## config.mk

```make
export PLATFORM = sky130hd
export DESIGN_NAME = if_id_queue
export DESIGN_NICKNAME = d
export VERILOG_FILES = /design/src/rtl/if_id_queue.sv
export SDC_FILE = /design/constraint.sdc
export NUM_CORES = 1
export LEC_CHECK = 0
export BUFFER_PORTS_ARGS = -buffer_cell sky130_fd_sc_hd__buf_2
export CORE_MARGIN = 4
export CORE_UTILIZATION = 57
export CTS_BUF_LIST = sky130_fd_sc_hd__clkbuf_4 sky130_fd_sc_hd__clkbuf_8 sky130_fd_sc_hd__clkbuf_16
export DETAILED_ROUTE_END_ITERATION = 7
export GPL_TIMING_DRIVEN = 0
export PLACE_DENSITY = 0.84
export SLEW_MARGIN = 15
export SYNTH_ARGS = -nofsm -noshare
export SYNTH_HDL_FRONTEND = slang
export SYNTH_SLANG_ARGS = --single-unit
```

## constraint.sdc

```tcl
create_clock -name clk -period 3.2 [get_ports clk]
set_input_delay 0.96 -clock clk [delete_from_list [all_inputs] [get_ports clk]]
set_output_delay 0.96 -clock clk [all_outputs]
set_load 0.01 [all_outputs]
```

## src/rtl/if_id_queue.sv

```systemverilog
// if_id_queue: pairs PC addresses with synchronous-ROM data and queues {pc, inst} entries for decode
module if_id_queue #(
  parameter int INST_ADDR_WIDTH = 32,
  parameter int INST_WIDTH = 32,
  parameter int DEPTH = 4
) (
  input  logic                       clk,
  input  logic                       rst_n,
  input  logic [INST_ADDR_WIDTH-1:0] pc_addr,
  input  logic                       pc_enable,
  input  logic [INST_WIDTH-1:0]      rom_data,
  input  logic                       flush,
  input  logic                       id_ready,
  output logic                       fetch_stall,
  output logic                       id_valid,
  output logic [INST_ADDR_WIDTH-1:0] id_pc,
  output logic [INST_WIDTH-1:0]      id_inst,
  output logic [$clog2(DEPTH):0]     count
);
  localparam int AW = $clog2(DEPTH);
  logic                       req_valid;
  logic [INST_ADDR_WIDTH-1:0] req_pc;
  logic [AW-1:0]              wr_ptr, rd_ptr;
  logic [INST_ADDR_WIDTH-1:0] mem_pc [DEPTH];
  logic [INST_WIDTH-1:0]      mem_inst [DEPTH];
  logic                       push, pop;
  logic [AW+1:0]              occ;
  // occupancy counts the in-flight request so it always finds a free slot next cycle
  assign occ         = {1'b0, count} + (AW+2)'(req_valid);
  assign fetch_stall = occ >= (AW+2)'(DEPTH);
  assign id_valid    = count != '0;
  assign push        = req_valid & ~flush;
  assign pop         = id_valid & id_ready & ~flush;
  assign id_pc       = mem_pc[rd_ptr];
  assign id_inst     = mem_inst[rd_ptr];
  // request register, pointers and occupancy; flush wipes queue and in-flight request
  always_ff @(posedge clk or negedge rst_n)
    if (!rst_n) begin
      req_valid <= 1'b0;
      req_pc    <= '0;
      wr_ptr    <= '0;
      rd_ptr    <= '0;
      count     <= '0;
    end else if (flush) begin
      req_valid <= 1'b0;
      req_pc    <= pc_addr;
      wr_ptr    <= '0;
      rd_ptr    <= '0;
      count     <= '0;
    end else begin
      req_valid <= pc_enable & ~fetch_stall;
      req_pc    <= pc_addr;
      wr_ptr    <= push ? wr_ptr + AW'(1) : wr_ptr;
      rd_ptr    <= pop ? rd_ptr + AW'(1) : rd_ptr;
      count     <= count + (AW+1)'(push) - (AW+1)'(pop);
    end
  // entry storage pairs the registered address with the ROM word returned for it
  always_ff @(posedge clk)
    if (push) begin
      mem_pc[wr_ptr]   <= req_pc;
      mem_inst[wr_ptr] <= rom_data;
    end
  // stall logic must make a push into a full queue unreachable
  always_ff @(posedge clk)
    if (rst_n && push && !pop) assert (int'(count) < DEPTH);
endmodule

```

## Word-level counts from Yosys, hierarchy flattened

Memory sizes are Yosys's and may differ from the RTL's.
Index checks and enable logic that the tools add are counted.
W data, S select, Z words.

- Register bits: 40
- Bits in writable memories: 256
- Bits of input ports: 69
- Output and inout bits: 69
- Word-level logic and storage cells: 30
- Memories kept: 2

Memory list:

| name | words | bits a word | read ports | clocked after memory_dff | write ports | RTL line | source |
|---|---|---|---|---|---|---|---|
| mem_inst | 4 | 32 | 1 | 0 | 1 | 25 | `logic [INST_WIDTH-1:0] mem_inst [DEPTH];` |
| mem_pc | 4 | 32 | 1 | 0 | 1 | 24 | `logic [INST_ADDR_WIDTH-1:0] mem_pc [DEPTH];` |

- Add/sub/neg operators: 5
- $lt $le $gt $ge: 1
- Muxes and demuxes: 8
- Bitwise logic cells: 6
- Reduce and logical (&&, ||, !) cells: 3

Operators with widths:

| kind | number |
|---|---|
| $mux W2 | 4 |
| $add A2 B1 Y2 const B | 2 |
| $add A3 B1 Y4 | 1 |
| $and A1 B1 Y1 | 4 |
| $ge A4 B3 Y1 const B | 1 |
| $reduce_bool A2 Y1 | 2 |
| $add A3 B1 Y3 | 1 |
| $mux W1 | 3 |
| $mux W3 | 1 |
| $reduce_bool A3 Y1 | 1 |
| $sub A3 B1 Y3 | 1 |
| $not A1 Y1 | 2 |

## Depth between registers and ports, before layout

Gate-level depths: netlist of run 1.

- Depth in word-level cells: 5
- Depth in mapped cells: 10
- Gate-level depth less buffers: 9

## Least setup slack after synthesis of run 1

Ideal clock, no wire load.

- Path kind: input-to-reg
- From: input flush
- To: memory mem_inst[0][0] (enable)
- Library setup time: 0.429 ns
- Arrival: 2.898 ns
- Data required time: 2.771 ns
- Setup slack: -0.127 ns
- Stages on the path: 3
- Buffers on the path: 1
- Cells stage by stage: clkbuf_1 -> nor2b_1 -> and2_1

- Longest elaborated chain between the ends: 4

Ends and longest elaborated chain:

| element | RTL line | source |
|---|---|---|
| from (decl) | 12 | `input logic flush,` |
| $not A1 Y1 | 32 | `assign push = req_valid & ~flush;` |
| $and A1 B1 Y1 | 32 |  |
| $mux W1 | 59 | `if (push) begin` |
| $mux W1 (implied by the code) | 61 | `mem_inst[wr_ptr] <= rom_data;` |
| to (decl) | 25 |  |

No other way between the ends.

## Final worst setup path of run 1

- From: register rd_ptr[1]
- To: output id_pc[10]

- Longest elaborated chain between the ends: 1

Ends and longest elaborated chain:

| element | RTL line | source |
|---|---|---|
| from (decl) | 23 | `logic [AW-1:0] wr_ptr, rd_ptr;` |
| from (signal assigned) | 54 | `rd_ptr <= pop ? rd_ptr + AW'(1) : rd_ptr;` |
| $mem_v2 Z4 W32 | - |  |
| to (decl) | 16 | `output logic [INST_ADDR_WIDTH-1:0] id_pc,` |

No other way between the ends.

==> results.md, run 1 <==
- Cell with the largest stage delay on the worst path: sky130_fd_sc_hd__mux4_2
- Count of final hold-check violations: 0
- Most used cells in the layout excluding fill and tap cells: sky130_fd_sc_hd__edfxtp_1 (256), sky130_fd_sc_hd__buf_2 (142), sky130_fd_sc_hd__mux4_2 (64), sky130_fd_sc_hd__dfrtp_1 (40), sky130_fd_sc_hd__clkbuf_16 (29)
- Total Wirelength: 18,500 um
- Post-DRT Antenna Nets: 0
- Endpoints failing setup: 0
- Sort of element at the start of the critical path: flip-flop
- Initial antenna violation count: 0
- Number of warning messages in the yosys log: 0
- Global-route congestion overflow total: 0
- Vias per std cell: roughly 5.7
- Floorplan row count: roughly 50
- Most common cell on crit path: sky130_fd_sc_hd__buf_2
- Top cells by area in the synthesized netlist: sky130_fd_sc_hd__edfxtp_1 (73%), sky130_fd_sc_hd__mux4_2 (14%), sky130_fd_sc_hd__dfrtp_1 (9.5%)
- Maximum clock insertion buffer count: 3
- Root buffer cell: sky130_fd_sc_hd__clkbuf_16
- Critical path's top delay family: buffers and inverters
- Hold bufs inserted after CTS: 0
- Routed vias: approximately 4,800
- Worst-case hold slack: 0.3679 ns
- Cell-by-cell trace of the critical path: buf_2, buf_2, mux4_2, buf_2
- Synthesized flop and latch total: ~300
- Hold Path Class: primary input to async pin
- Required @ worst endpoint: 2.24 ns
- Vias in the first global route: 5,277
- CTS sink cnt: between 200 and 300
- Switching power: between 2 and 2.5 mW
- Worst Tran Pin Value: around 0.66 ns
- Routability congestion estimate: ~0.75
- Total global routing track utilization: 0.1854
- Sequential element share of the synthesized area: 0.8250
- ANT cells: 0
- Syn nets: between 400 and 500
- Setup tns final: 0 ns
- Leakage power: around 4.4 nW
- Run status: complete, no violations
- Post-layout minimum cycle time: between 3 and 4 ns
- Clock share of power: 0.358
- Number of DRC markers after the initial detailed-route iteration: about 210
- Placed cell area: ~0.012 mm^2
- Worst slew margin: 0.5608
- Number of max-cap violations: 0
- Part of the power in registers: 0.475
- Yosys top cell area share: 0.7300
- Average cell area after synthesis: approximately 25 um^2
- Switching Fraction: 0.2277
- Post-CTS Repair Setup Buffers: 0
- Post-layout net count: 662
- Count of distinct cell types in the synthesized netlist: 22
- Post-cts gate resize count: 0
- Commonest non-fill, non-tap cell in the layout: sky130_fd_sc_hd__edfxtp_1
- Clock transition at path regs: around 0.060 ns
- Number of buffer and inverter instances along the worst setup path: 3
- Final number of max-transition violations: 0
- Mapped cell area: between 0.01 and 0.015 mm^2
- Highest clock rate: between 300 and 400 MHz
- Cell taking the most area after synthesis: sky130_fd_sc_hd__edfxtp_1
- Worst VDD drop: a little over 0.0005 V
- TritonCTS buffer count: 29
- Critical path start-end classification: flip-flop to output pin
- TritonCTS clock tree: done
- Width of the die: around 140 um
- Critical Path End Type: output pin
- Detailed Routing Iterations Pass 1: 4
- Arr. time, crit path: 2.06 ns
- Power density normalized to cell area: around 740 mW/mm^2
- Maximum number of pins on one net before global-route repair: roughly 40
- Count of H-tree levels built during CTS: 1
- Effective utilization at floorplan: 0.5823
- Share of cells above drive strength 1: 0.4498
- Post-route cell area: about 0.013 mm^2
- Utilization after layout: 0.6952
- Core Footprint: ~0.018 mm^2
- Die area: a little over 0.02 mm^2
- Stage delay of the slowest cell on the critical path: between 0.3 and 0.4 ns
- Count of mapped cells out of synthesis: a little over 400
- Port Buffers: roughly 140
- Die height: ~140 um
- RSZ-0062 raised after global routing: no
- Per-cell routed wire length: 22.13 um
- Final Skew: between 0.01 and 0.015 ns
- Internal power of the cells: 7.170 mW
- Final period util: 0.9430
- Placed wire-length estimate after detailed placement: 11,390 um
- Total DRC errors in the routed layout: 0
- First-pass GRT wire length: approximately 29,000 um
- Crit path max fanout: 10
- Fraction of power consumed by combinational cells: 0.167
- Area added between synthesis and finish: 19.39%
- Clock network latency to the later pin of the worst-skew pair: about 0.52 ns
- Io pins: ~140
-- registers in the layout (all words and copies together) (netlist names) --
register,cells
mem_pc,128
count,3
req_pc,32
req_valid,1
rd_ptr,2
mem_inst,128
wr_ptr,2
-- synth_stat cells --
cell / count
sky130_fd_sc_hd__dfrtp_1: 40
sky130_fd_sc_hd__and4b_1: 1
sky130_fd_sc_hd__edfxtp_1: 256
sky130_fd_sc_hd__buf_6: 5
sky130_fd_sc_hd__nor2_1: 7
sky130_fd_sc_hd__and2_1: 4
sky130_fd_sc_hd__xnor2_1: 2
sky130_fd_sc_hd__nor2b_1: 2
sky130_fd_sc_hd__or3_1: 1
sky130_fd_sc_hd__clkbuf_1: 2
sky130_fd_sc_hd__xor2_1: 2
sky130_fd_sc_hd__o211ai_1: 1
sky130_fd_sc_hd__nor3b_1: 1
sky130_fd_sc_hd__mux2i_1: 2
sky130_fd_sc_hd__buf_2: 6
sky130_fd_sc_hd__mux4_2: 64
sky130_fd_sc_hd__inv_1: 5
sky130_fd_sc_hd__fa_1: 1
sky130_fd_sc_hd__ha_1: 7
sky130_fd_sc_hd__buf_4: 2
sky130_fd_sc_hd__o311ai_1: 1
sky130_fd_sc_hd__o31ai_1: 1
-- layer usage --
metal / track usage / share of wire
met5: 0 / 0
met4: 0.04559 / 0.024
met3: 0.04093 / 0.063
met2: 0.3133 / 0.51
met1: 0.2510 / 0.40
-- cells by family (layout without fill, tap and decap cells) --
kind of cell | Yosys count | after routing | synth area share
AOI/OAI and AO/OA | 3 | 3 | 0.002258
xor gates and xnor gates | 4 | 4 | 0.003327
adders and majority gates | 8 | 8 | 0.01022
buffers and inverters | 20 | 214 | 0.01212
DFF | 296 | 296 | 0.8250
muxes | 66 | 66 | 0.1388
and+or+nand+nor | 16 | 16 | 0.008317
-- final timing paths --
check / from / endpoint / slack [ns] / depth (start not counted)
hold reg to reg: req_pc[23]$_DFF_PN0_ / mem_pc[3][23]$_DFFE_PP_ / 0.49 / 0
setup reg to reg: count[1]$_DFF_PN0_ / count[2]$_DFF_PN0_ / 0.97 / 9
max in group asynchronous: rst_n / req_pc[30]$_DFF_PN0_ / 2.33 / 2
hold / removal: rst_n / req_pc[5]$_DFF_PN0_ / 0.37 / 1
min in group clk: req_pc[23]$_DFF_PN0_ / mem_pc[3][23]$_DFFE_PP_ / 0.49 / 0
setup / recovery: rd_ptr[1]$_DFFE_PN0P_ / id_pc[10] / 0.18 / 4
-- area by class of cell --
type	instances	area [um^2]
Clock inverter	8	87.58
Multi-Input combinational cell	97	1725
Timing Repair Buffer	141	780.7
Buffer	15	108.9
Inverter	5	18.77
Sequential cell	296	8688
Fill cell	1062	5513
Clock buffer	45	877.1
Tap cell	229	286.5
-- metrics by stage --
stage / worst slack, ns / instances / total power, mW
after floorplan: 0.5687 / 413 / 5.511
after global placement: -0.04661 / 778 / 6.019
after detailed placement: 0.3001 / 782 / 6.075
after CTS: 0.1395 / 835 / 9.397
after global routing: 0.08015 / 836 / 9.689
final: 0.1825 / 836 / 9.285
-- power groups by stage --
stage          Combinational (mW)  Sequential (mW)  Clock (mW)
6_report                     1.55             4.41        3.32
5_1_grt                      1.69             4.42        3.57
4_1_cts                      1.59             4.41        3.39
3_5_place_dp                 1.58             4.49           0
3_3_place_gp                 1.55             4.47           0
2_1_floorplan                1.04             4.47           0
No activity file was read; power rests on OpenSTA's default activity.
==> run 2: changes to the inputs <==
--- a/config.mk
+++ b/config.mk
@@ -6,12 +6,14 @@
 export NUM_CORES = 1
 export LEC_CHECK = 0
 export BUFFER_PORTS_ARGS = -buffer_cell sky130_fd_sc_hd__buf_2
+export CELL_PAD_IN_SITES_DETAIL_PLACEMENT = 1
+export CELL_PAD_IN_SITES_GLOBAL_PLACEMENT = 1
 export CORE_MARGIN = 4
-export CORE_UTILIZATION = 57
+export CORE_UTILIZATION = 50
 export CTS_BUF_LIST = sky130_fd_sc_hd__clkbuf_4 sky130_fd_sc_hd__clkbuf_8 sky130_fd_sc_hd__clkbuf_16
 export DETAILED_ROUTE_END_ITERATION = 7
 export GPL_TIMING_DRIVEN = 0
-export PLACE_DENSITY = 0.84
+export PLACE_DENSITY = 0.83
 export SLEW_MARGIN = 15
 export SYNTH_ARGS = -nofsm -noshare
 export SYNTH_HDL_FRONTEND = slang
==> run 2 against run 1 <==
Clock power increased by 9.9%. Final cell count up 4.9%. Sequential power about the same. Fmax rose by 0.23%. Hold slack improved by 0.13 ns. Sequential share of layout area shrank 0.83 points. Clock skew grew 0.0026 ns. Wire length rose by 12%. Largest cell class unchanged.
==> results.md, run 2 (synthesis results as in run 1) <==
- Worst slew margin: 0.3147 (-0.2461)
- Maximum clock insertion buffer count: 3 (unchanged)
- TritonCTS clock tree: done
- Area added between synthesis and finish: 20.84%
- Capture point of the worst reg-to-reg path: count[2]$_DFF_PN0_
- Number of max-cap violations: 0 (unchanged)
- Worst VDD drop: 0.0005097 V (-1.9%)
- Clock transition at path regs: 0.06 ns (about the same)
- Post-layout net count: 661 (-0.15%)
- Overall power of the completed layout: 9.653 mW (+4.0%)
- Timing startpoint of the critical path: rd_ptr[0]$_DFFE_PN0P_
- Number of DRC markers after the initial detailed-route iteration: 287 (+39%)
- Share of cells above drive strength 1: 0.4455 (-0.004208)
- Width of the die: 153.1 um (+6.4%)
- Run status: complete, no violations
- Total DRC errors in the routed layout: 0 (unchanged)
- Required @ worst endpoint: 2.24 ns (about the same)
- Power density normalized to cell area: 758.5 mW/mm^2 (+2.7%)
- RSZ-0062 raised after global routing: no
- Worst hold path startpoint: req_pc[14]$_DFF_PN0_
- Utilization after layout: 0.6209 (-0.07425)
- Port Buffers: 136 (unchanged)
- Count of final hold-check violations: 0 (unchanged)
- Placed wire-length estimate after detailed placement: 12,890 um (+13%)
- Io pins: 138 (unchanged)
- Per-cell routed wire length: 23.52 um (+6.3%)
- Combined flip-flop and latch cell area: 0.008688 mm^2 (unchanged)
- Critical Path End Type: output pin
- Final period util: 0.9408 (-0.002172)
- Critical path start-end classification: flip-flop to output pin
- Global-route congestion overflow total: 0 (unchanged)
- Hold bufs inserted after CTS: 0 (unchanged)
- Met3 GRT Util: 0.03449 (-0.006439)
- Floorplan row count: 52 (+6.1%)
- Post-layout minimum cycle time: 3.011 ns (-0.006951 ns)
- Count of filler cells inserted in the layout: 1,705 (+61%)
- Die area: 0.02345 mm^2 (+13%)
- Post-DRT Antenna Nets: 0 (unchanged)
- Post-cts gate resize count: 0 (unchanged)
- Maximum number of pins on one net before global-route repair: 43 (+4.9%)
- Total Wirelength: 20,630 um (+12%)
- Logic depth of the worst register-to-register path: 9 (unchanged)
- Pre-CTS setup slack: 0.2528 ns (-0.04723 ns)
- Count of H-tree levels built during CTS: 1 (unchanged)
- Global routing usage on met1: 0.2320 (-0.01892)
- Reg-to-reg slack, setup: 0.75 ns (-0.22 ns)
- Largest registers ranked by flip-flop count: mem_inst: 128 flops, mem_pc: 128 flops, req_pc: 32 flops
- Routability congestion estimate: 0.7270 (-2.5%)
- First-pass GRT wire length: 32,240 um (+11%)
- Hold Path Class: flip-flop to flip-flop
- Vias per std cell: 5.405 (-5.5%)
- Sort of element at the start of the critical path: flip-flop
- Commonest non-fill, non-tap cell in the layout: sky130_fd_sc_hd__edfxtp_1
- Most used cells in the layout excluding fill and tap cells: sky130_fd_sc_hd__edfxtp_1 (256), sky130_fd_sc_hd__buf_2 (142), sky130_fd_sc_hd__mux4_2 (64), sky130_fd_sc_hd__dfrtp_1 (40), sky130_fd_sc_hd__clkbuf_16 (29)
- Initial antenna violation count: 0 (unchanged)
- Routed vias: 4,740 (-0.82%)
- Clock network latency to the later pin of the worst-skew pair: 0.53 ns (about the same)
- Setup WS post-layout: 0.1894 ns (+0.006951 ns)
- TritonCTS buffer count: 29 (unchanged)
- Vias in the first global route: 5,559 (+5.3%)
- Final number of max-transition violations: 0 (unchanged)
- Worst-case hold slack: 0.4980 ns (+0.1301 ns)
- Busiest layer in global routing: met2
- CTS sink cnt: 296 (unchanged)
- Startpoint of the worst register-to-register path: count[1]$_DFF_PN0_
- Root buffer cell: sky130_fd_sc_hd__clkbuf_16
- Total global routing track utilization: 0.1791 (-0.006312)
- Area of the multi-input gates: 0.001725 mm^2 (unchanged)
- Placed cell area: 0.01167 mm^2 (+0.70%)
- Worst Tran Pin Value: 1.028 ns (+0.3691 ns)
- Effective utilization at floorplan: 0.5139 (-0.06843)
- Arr. time, crit path: 2.05 ns (about the same)
- Post-CTS Repair Setup Buffers: 0 (unchanged)
- Crit path max fanout: 10 (unchanged)
- Highest clock rate: 332.2 MHz (+0.23%)
- Core Footprint: 0.02049 mm^2 (+13%)
- Die height: 153.1 um (+6.4%)
- Leakage power: 4.455 nW (+0.74%)
- Worst setup endpoint: id_pc[15]
- Detailed Routing Iterations Pass 1: 4 (unchanged)
- Grt met2 use: 0.3221 (+0.008746)
- Endpoints failing setup: 0 (unchanged)
- Post-route cell area: 0.01273 mm^2 (+1.2%)
- Final Skew: 0.01427 ns (+0.002569 ns)
-- run 2: changes by cell type in the layout (fill, tap and decap cells not counted) --
cell	before	now
sky130_fd_sc_hd__clkbuf_4	11	4
sky130_fd_sc_hd__buf_16	0	4
sky130_fd_sc_hd__buf_12	5	0
sky130_fd_sc_hd__bufinv_16	2	7
sky130_fd_sc_hd__clkinvlp_4	0	1
sky130_fd_sc_hd__diode_2	0	1
sky130_fd_sc_hd__inv_6	0	2
sky130_fd_sc_hd__clkinv_1	2	4
sky130_fd_sc_hd__clkbuf_8	5	2
-- run 2: routing by layer --
metal | up-vias | wire length, um
met5 | - | 0
met4 | 0 | 336
met3 | 29 | 1108
met2 | 155 | 11080
met1 | 2484 | 8102
li1 | 2072 | -
-- run 2: how the worst min path moves through the flow --
| stage | slack (ns) | cells past startpoint | end |
|---|---|---|---|
| 2_1_floorplan | 0.45 | 0 | mem_pc[0][0]$_DFFE_PP_ |
| 3_3_place_gp | 0.46 | 0 | mem_pc[2][10]$_DFFE_PP_ |
| 3_5_place_dp | 0.48 | 0 | mem_pc[2][24]$_DFFE_PP_ |
| 4_1_cts | 0.49 | 0 | mem_pc[1][24]$_DFFE_PP_ |
| 5_1_grt | 0.50 | 1 | req_pc[13]$_DFF_PN0_ |
| 6_report | 0.50 | 0 | mem_pc[3][14]$_DFFE_PP_ |
-- run 2: critical path, stage by stage (launching register included) --
cell and delay [ns]:
sky130_fd_sc_hd__dfrtp_1 0.39, sky130_fd_sc_hd__buf_6 0.21, sky130_fd_sc_hd__buf_6 0.21, sky130_fd_sc_hd__mux4_2 0.54
sky130_fd_sc_hd__buf_2 0.16
-- run 2: through the flow --
stage | std cells | TNS, ns
2_1_floorplan | 413 | 0
3_3_place_gp | 819 | -37.03
3_5_place_dp | 823 | 0
4_1_cts | 876 | 0
5_1_grt | 876 | 0
6_report | 877 | 0
-- run 2: power breakdown --
group	total, mW	internal (mW)	switching, mW
registers	4.42	4.33	0.0858
logic	1.59	0.806	0.783
clock network	3.65	2.30	1.35
-- run 2: cell type report --
class,instances,share of cell area
sequential,296,0.6827
multi-input combinational,97,0.1356
timing repair buffer,140,0.06214
clock buffer,35,0.06155
tap,270,0.02655
clock inverter,18,0.02124
buffer,15,0.008554
inverter,5,0.001475
antenna,1,0.0001966
